<file path="config.mk">
export PLATFORM = sky130hd
export DESIGN_NAME = busarb_rr
export DESIGN_NICKNAME = d
export VERILOG_FILES = /design/src/rtl/busarb_rr.sv
export SDC_FILE = /design/constraint.sdc
export NUM_CORES = 1
export LEC_CHECK = 0
export ABC_CLOCK_PERIOD_IN_PS = 1900
export CORE_MARGIN = 3
export CORE_UTILIZATION = 30
export CTS_BUF_LIST = sky130_fd_sc_hd__clkbuf_2
export DETAILED_ROUTE_END_ITERATION = 16
export GPL_ROUTABILITY_DRIVEN = 1
export PLACE_DENSITY = 0.51
export SLEW_MARGIN = 20
export SYNTH_ARGS = -nofsm -noshare
export SYNTH_HDL_FRONTEND = slang
export SYNTH_SLANG_ARGS = --single-unit
</file>
<file path="constraint.sdc">
create_clock -name clk -period 1.9 [get_ports clk]
set_clock_uncertainty 0.05 [all_clocks]
set_input_delay 0.38 -clock clk [delete_from_list [all_inputs] [get_ports clk]]
set_output_delay 0.38 -clock clk [all_outputs]
set_load 0.01 [all_outputs]
</file>
<file path="src/rtl/busarb_rr.sv">
// Round-robin bus arbiter for N_MASTERS requesters with active-low request/grant.
// The grant parks on the last owner, and a contended owner's tenure is capped at MAX_HOLD cycles.
module busarb_rr #(
  parameter  int unsigned N_MASTERS = 4,
  parameter  int unsigned MAX_HOLD  = 16,
  localparam int unsigned IDW       = ($clog2(N_MASTERS) > 1) ? $clog2(N_MASTERS) : 1
) (
  input  logic                 clk,
  input  logic                 reset,
  input  logic [N_MASTERS-1:0] breq_,
  output logic [N_MASTERS-1:0] bgrt_,
  output logic [IDW-1:0]       gnt_id,
  output logic                 preempt
);

  localparam int unsigned HW        = (MAX_HOLD > 1) ? $clog2(MAX_HOLD) : 1;
  localparam int unsigned HOLD_MAX  = (MAX_HOLD == 0) ? 0 : MAX_HOLD - 1;
  localparam logic [HW-1:0] HOLD_LAST = HW'(HOLD_MAX);

  logic [N_MASTERS-1:0] req;
  logic [HW-1:0]        hold_cnt;
  logic [HW-1:0]        nxt_hold;
  logic [IDW-1:0]       nxt_owner;
  logic                 nxt_preempt;
  logic [IDW-1:0]       pick;
  logic [IDW-1:0]       cand;
  logic                 found;
  logic                 owner_req;

  assign req       = ~breq_;
  assign owner_req = req[gnt_id];

  // Search starts one past the owner, so the owner itself is never picked.
  always_comb begin
    pick  = gnt_id;
    cand  = gnt_id;
    found = 1'b0;
    for (int unsigned k = 1; k < N_MASTERS; k++) begin
      cand = IDW'((32'(gnt_id) + k) % N_MASTERS);
      if (!found && req[cand]) begin
        pick  = cand;
        found = 1'b1;
      end
    end
  end

  always_comb begin
    nxt_owner   = gnt_id;
    nxt_hold    = hold_cnt;
    nxt_preempt = 1'b0;
    if (owner_req) begin
      if (MAX_HOLD != 0 && hold_cnt == HOLD_LAST && found) begin
        nxt_owner   = pick;
        nxt_hold    = '0;
        nxt_preempt = 1'b1;
      end else if (MAX_HOLD != 0 && hold_cnt != HOLD_LAST) begin
        nxt_hold = hold_cnt + HW'(1);
      end
    end else if (found) begin
      nxt_owner = pick;
      nxt_hold  = '0;
    end else begin
      nxt_hold = '0;
    end
  end

  always_ff @(posedge clk or posedge reset) begin
    if (reset) begin
      gnt_id   <= '0;
      hold_cnt <= '0;
      preempt  <= 1'b0;
      bgrt_    <= ~N_MASTERS'(1);
    end else begin
      gnt_id   <= nxt_owner;
      hold_cnt <= nxt_hold;
      preempt  <= nxt_preempt;
      bgrt_    <= ~(N_MASTERS'(1) << nxt_owner);
    end
  end

endmodule
</file>
==> results of run 1 <==
==> area by class of cell <==
type | instances | area (µm²)
repair buffers | 26 | 248
inverters | 4 | 15.0
fillers | 178 | 1050
clock buffers | 4 | 20.0
multi-input cells | 43 | 334
flip-flops and latches | 11 | 280
well taps | 27 | 33.8
==> cells by family (layout without fill, tap and decap cells) <==
kind of cell    after synthesis  in the layout
compound gates               14             14
flops                        11             11
simple gates                 22             22
mux                           5              5
fa+ha+maj                     1              1
buf+inv                       6             34
xor+xnor                      1              1
==> placed cells by master, fill, tap and decap left out, types with 2 or more instances in the layout <==
cell type         n
buf_4            13
clkdlybuf4s50_1   8
dfrtp_1           7
nand2_1           5
clkbuf_2          4
dlymetal6s2s_1    4
nand2b_1          3
nand3_1           3
a21oi_1           3
inv_1             3
dfstp_2           3
a21o_1            2
a31oi_1           2
nor3_1            2
mux2i_1           2
nor2_1            2
==> sequential cells by signal, summed over array words and instances (netlist names) <==
register / cells
preempt: 1
gnt_id: 2
hold_cnt: 4
bgrt_: 4
==> timing repair <==
action,in CTS,in global routing
endpoints found under the setup margin,1,2
pin swaps,0,1
gates resized for setup,1,4
gates cloned,0,0
buffers inserted,0,1
==> per-layer routing <==
layer  vias up  GRT usage [%]  share of wire (%)
met2         8           18.8                 48
met3         4           5.73                4.8
met1       254           13.1                 45
met4         0           5.24                1.7
met5         -              0                  0
li1        271              -                  -
==> worst min path at each step <==
stage	startpoint	cells past startpoint	end	slack [ns]
final	reset	2	bgrt_[0]$_DFF_PP0_	0.35
after CTS	reset	2	bgrt_[0]$_DFF_PP0_	0.35
after floorplan	reset	1	bgrt_[0]$_DFF_PP0_	0.18
after detailed placement	hold_cnt[0]$_DFFE_PP0P_	1	hold_cnt[0]$_DFFE_PP0P_	0.48
after global routing	reset	2	hold_cnt[2]$_DFFE_PP0P_	0.36
after global placement	hold_cnt[0]$_DFFE_PP0P_	1	hold_cnt[0]$_DFFE_PP0P_	0.47
==> power breakdown <==
part	total, mW	internal [mW]	switching (mW)
Sequential	0.400	0.339	0.0607
Combinational	0.778	0.448	0.329
Clock	0.131	0.0559	0.0749
==> stage by stage <==
step	setup TNS [ns]	total power [mW]	hold WS (ns)	cell area, µm²	instances
detailed placement	-1.47	1.14	0.477	880	110
floorplan	-0.0554	0.886	0.180	644	60
finish	0	1.31	0.349	931	115
CTS	0	1.28	0.355	901	114
global route	0	1.43	0.358	931	115
global placement	-1.36	1.14	0.472	880	110
==> results.py, run 1 <==
metrics = {
    "status": {
        "outcome": "finished clean",
    },
    "synthesis": {
        "synthAdderAreaFrac_pct": 1.96,
        "synthTopCellsByArea": "dfrtp_1 (31%), dfstp_2 (12%), nand2b_1 (3.9%), mux2i_4 (3.5%), mux4_2 (3.5%)",
        "synthSimpleGateAreaFrac_pct": 19.3,
        "async_flop_share_pct": 100,
        "synth_area_leader_cell": "dfrtp_1",
        "yosys_warnings": 0,
        "synth_edf_count": 0,
        "synth_top_family_by_area": "simple AND/OR/NAND/NOR gates",
        "ys_seq_area_share_pct": 43.8,
        "avgSynthCellArea_um2": 10.6,
        "synth_cell_types": 33,
        "synthFlopType": "dfrtp_1",
        "synth_top_area_share_pct": 31.4,
        "synth_fp_nets": 67,
        "muxShareOfSynthArea_pct": 12.0,
        "synthCells": 60,
        "netlist_area_um2": 637,
        "synthTopCellsByCount": "dfrtp_1 (8), nand2_1 (5), nand2b_1 (4)",
        "synth_xor_area_share_pct": 1.38,
        "synth_compound_area_share_pct": 16.7,
        "synth.most_common_cell": "dfrtp_1",
        "ys_ff_latch": 11,
    },
    "cells_and_area": {
        "drive_above_1_share_pct": 34.1,
        "area_growth_pct": 46.2,
        "num_antenna_cells": 0,
        "fin_util_pct": 47.0,
        "nets": 96,
    },
    "detailed_routing": {
        "wl_per_cell_um": 11.0,
        "vias": 537,
        "drtIter0Drc": 11,
        "drc": 0,
        "dr.pass1.iters": 2,
        "routed_via_density": 4.67,
        "wl_um": 1270,
        "ant_nets": 0,
    },
    "place": {
        "dp_slack_ns": -0.281,
        "port_buffers": 12,
        "globalplace.congestion": 0.736,
        "detailed_place_hpwl_um": 1020,
    },
    "cts": {
        "cts_root_buf": "clkbuf_2",
        "cts_tree": "done",
        "htree_levels": 1,
        "cts_sinks": 11,
        "cts_max_path_buffers": 2,
        "clock_latency_ns": 0.26,
        "cts_buffers": 3,
        "clkSlewWorstSetupHoldPaths_ns": 0.10,
        "hold_buffers": 0,
    },
    "sta": {
        "setup_viol": 0,
        "post-route-period-util_pct": 95.2,
        "relSlewSlack_pct": 72.7,
        "hold_viol": 0,
        "period_needed_ns": 1.81,
        "rsz0062_at_grt": "false",
        "worst_slack_ns": 0.0915,
        "worstMarginPinSlew_ns": 0.410,
        "finalMaxSlewViolations": 0,
        "fmax_mhz": 553,
    },
    "setup_path": {
        "crit_arrival_ns": 1.95,
        "cp_cell_sequence": "mux4_2 -> nand2b_4 -> and3_4 -> mux2i_4 -> or2_1",
        "crit_type": "flop to flop",
        "cp-end-kind": "flop",
        "crit_family": "multiplexers",
        "start_kind": "flop",
        "endpoint": "bgrt_[1]$_DFF_PP1_",
        "cpMaxStageDelayCell": "mux4_2",
        "r2r-end": "bgrt_[1]$_DFF_PP1_",
        "worstReg2RegStart": "gnt_id[1]$_DFF_PP0_",
        "reg2regPathDepth": 5,
        "worstPathRequired_ns": 2.05,
        "crit_path_start": "gnt_id[1]$_DFF_PP0_",
        "slowest_delay_ns": 0.52,
        "rrSetupSlack_ns": 0.09,
        "crit_fanout": 4,
        "critical_path_buf_inv_count": 0,
        "path_depth": 5,
    },
    "floorplanning": {
        "die_w_um": 52.1,
        "core.rowCount": 16,
        "io_pins": 13,
        "start_util_pct": 32.1,
        "die-area_um2": 2710,
        "dieHeight_um": 52.1,
        "coreArea_um2": 1980,
    },
    "global_route": {
        "grt_antenna_before_repair": 0,
        "grt_pass1_wl_um": 2280,
        "gr-total-overflow": 0,
        "grt_pass1_vias": 548,
        "grt_max_degree": 12,
        "grt.total_usage_pct": 11.8,
    },
    "power": {
        "leakagePower_nw": 0.450,
        "irDropWorstVdd_mv": 0.823,
        "p_per_area_nw_per_um2": 1410,
    },
    "job": {
        "max_cap_violations": 0,
    },
    "min_path": {
        "hold_path.class": "primary input to asynchronous set/reset pin",
    },
}
(Power assumes the default switching activity.)
==> run 2: changes to the inputs <==
- ABC_AREA: default -> 1
- CTS_CLUSTER_DIAMETER: default -> 30
- PLACE_DENSITY: 0.51 -> 0.49
==> results.py, run 2 <==
metrics = {
    "synthesis": {
        "synthCells": 121,
        "synth_area_leader_cell": "dfrtp_1",
        "yosys_warnings": 0,
        "ys_ff_latch": 11,
        "synth_edf_count": 0,
        "synthTopCellsByCount": "nand2_1 (45), inv_1 (13), nand3_1 (13)",
        "avgSynthCellArea_um2": 7.03,
        "synth_top_area_share_pct": 23.5,
        "async_flop_share_pct": 100,
        "synthFlopType": "dfrtp_1",
        "netlist_area_um2": 851,
        "synth_fp_nets": 128,
        "synth.most_common_cell": "nand2_1",
        "synthTopCellsByArea": "dfrtp_1 (24%), nand2_1 (20%), dfstp_2 (9.3%), nand2_2 (8.8%), nand3_1 (7.6%)",
        "synth_cell_types": 21,
        "ys_seq_area_share_pct": 32.8,
    },
    "sta": {
        "worst_slack_ns": 0.105,
        "hold_viol": 0,
        "tns_ns": 0,
        "post-route-period-util_pct": 94.5,
        "finalMaxSlewViolations": 0,
        "relSlewSlack_pct": 73.9,
        "worstMarginPinSlew_ns": 0.392,
        "holdWs_ns": 0.354,
        "rsz0062_at_grt": "true",
        "setup_viol": 0,
        "fmax_mhz": 557,
        "period_needed_ns": 1.79,
    },
    "setup_path": {
        "worstPathRequired_ns": 1.47,
        "cp-end-kind": "output port",
        "start_kind": "flop",
        "crit_arrival_ns": 1.36,
        "crit_type": "flop to output port",
        "crit_fanout": 12,
    },
    "cts": {
        "cts_root_buf": "clkbuf_2",
        "htree_levels": 1,
        "cts_tree": "done",
        "cts_setup_buffers": 0,
        "cts_max_path_buffers": 2,
        "cts_buffers": 3,
        "cts_sinks": 11,
        "clock_latency_ns": 0.24,
        "hold_buffers": 0,
        "clkSlewWorstSetupHoldPaths_ns": 0.10,
        "cts_resized": 0,
    },
    "cells_and_area": {
        "largestRegisters": "bgrt_ (4), hold_cnt (4), gnt_id (2)",
        "area_growth_pct": 26.3,
        "num_antenna_cells": 0,
        "final_common_cell": "nand2_1",
        "drive_above_1_share_pct": 28.5,
        "fin_util_pct": 41.5,
        "nFillCells": 257,
        "layout_common_cells": "nand2_1 (45), inv_1 (13), nand3_1 (13)",
        "nets": 152,
        "final_area_um2": 1070,
    },
    "detailed_routing": {
        "wl_met1_um": 824,
        "wl_um": 1720,
        "drc": 0,
        "drtIter0Drc": 14,
        "wl_met2_um": 832,
        "routed_via_density": 4.59,
        "wl_per_cell_um": 9.86,
        "ant_nets": 0,
        "vias": 799,
        "dr.pass1.iters": 6,
        "wl_met3_um": 49,
        "top_layer": "met4",
    },
    "global_route": {
        "grt_pass1_vias": 743,
        "grt.total_usage_pct": 11.5,
        "grt_pass1_wl_um": 3190,
        "grt_antenna_before_repair": 0,
        "grt_max_degree": 13,
        "gr-total-overflow": 0,
    },
    "floorplanning": {
        "die-area_um2": 3510,
        "coreArea_um2": 2590,
        "dieHeight_um": 59.3,
        "core.rowCount": 18,
        "io_pins": 13,
        "start_util_pct": 32.9,
        "die_w_um": 59.3,
    },
    "place": {
        "dpl_cell_area_um2": 1050,
        "port_buffers": 12,
        "globalplace.congestion": 0.797,
        "detailed_place_hpwl_um": 1430,
        "dp_slack_ns": -0.0677,
    },
    "power": {
        "seq_power_share_pct": 21.1,
        "leakagePower_nw": 0.577,
        "p_int_mw": 0.932,
        "p_clk_share_pct": 6.9,
        "switching_share_pct": 50.2,
        "p_per_area_nw_per_um2": 1740,
        "p_switching_mw": 0.940,
        "irDropWorstVdd_mv": 0.772,
        "p_comb_share_pct": 72.0,
    },
    "min_path": {
        "hold_path.class": "primary input to asynchronous set/reset pin",
    },
    "status": {
        "outcome": "finished clean",
    },
    "job": {
        "max_cap_violations": 0,
    },
}
run 2: layout make-up:
type	instances	area [µm²]	share of cell area, %
multi-input combinational	93	493	45.9
inverter	15	56.3	5.24
clock buffer	4	20.0	1.86
sequential	11	280	26.1
timing repair buffer	21	188	17.5
tap	30	37.5	3.49
run 2: per-stage QoR:
step           power [mW]  instances
4_1_cts              1.90        174
2_1_floorplan        1.37        121
3_5_place_dp         1.76        170
5_1_grt              2.12        174
3_3_place_gp         1.75        170
6_report             1.87        174
run 2: path summary, 6_finish.rpt:
kind | start | to | slack (ns) | cells after the start
setup / recovery | gnt_id[0]$_DFF_PP0_ | gnt_id[0] | 0.11 | 2
hold / removal | reset | hold_cnt[2]$_DFFE_PP0P_ | 0.35 | 2
setup reg to reg | gnt_id[0]$_DFF_PP0_ | bgrt_[0]$_DFF_PP0_ | 0.17 | 12
hold reg to reg | hold_cnt[1]$_DFFE_PP0P_ | hold_cnt[1]$_DFFE_PP0P_ | 0.52 | 2
max in group asynchronous | reset | bgrt_[1]$_DFF_PP1_ | 1.13 | 2
min in group clk | hold_cnt[1]$_DFFE_PP0P_ | hold_cnt[1]$_DFFE_PP0P_ | 0.52 | 2
run 2: kinds of logic (layout without fill, tap and decap cells):
group / count (synthesis) / count (layout) / synth area share [%]
buffers and inverters: 17 / 40 / 9.27
adders and majority gates: 1 / 1 / 1.47
xor gates and xnor gates: 2 / 2 / 2.06
DFF: 11 / 11 / 32.8
AOI/OAI and AO/OA: 6 / 6 / 4.71
and+or+nand+nor: 84 / 84 / 49.7
run 2: power groups by stage:
| stage | logic, mW | registers (mW) | clock network, mW |
|---|---|---|---|
| floorplan | 0.948 | 0.424 | 0 |
| global placement | 1.35 | 0.399 | 0 |
| detailed placement | 1.36 | 0.399 | 0 |
| CTS | 1.37 | 0.395 | 0.137 |
| global route | 1.56 | 0.407 | 0.156 |
| finish | 1.35 | 0.396 | 0.129 |
run 2: routing by layer:
metal	vias up	global-route usage [%]
met5	-	0
met3	2	1.96
met1	359	15.2
li1	426	-
met4	0	4.85
met2	12	18.4
run 2: critical path: stages (launching register included):
cell and delay, ns:
dfrtp_1 0.38, buf_4 0.19, clkdlybuf4s50_1 0.56
==> run 3: changes to the inputs <==
- GPL_ROUTABILITY_DRIVEN: 1 -> 0
==> results of run 3 <==
The final DEF is identical to that of run 2; final timing and power are the same.
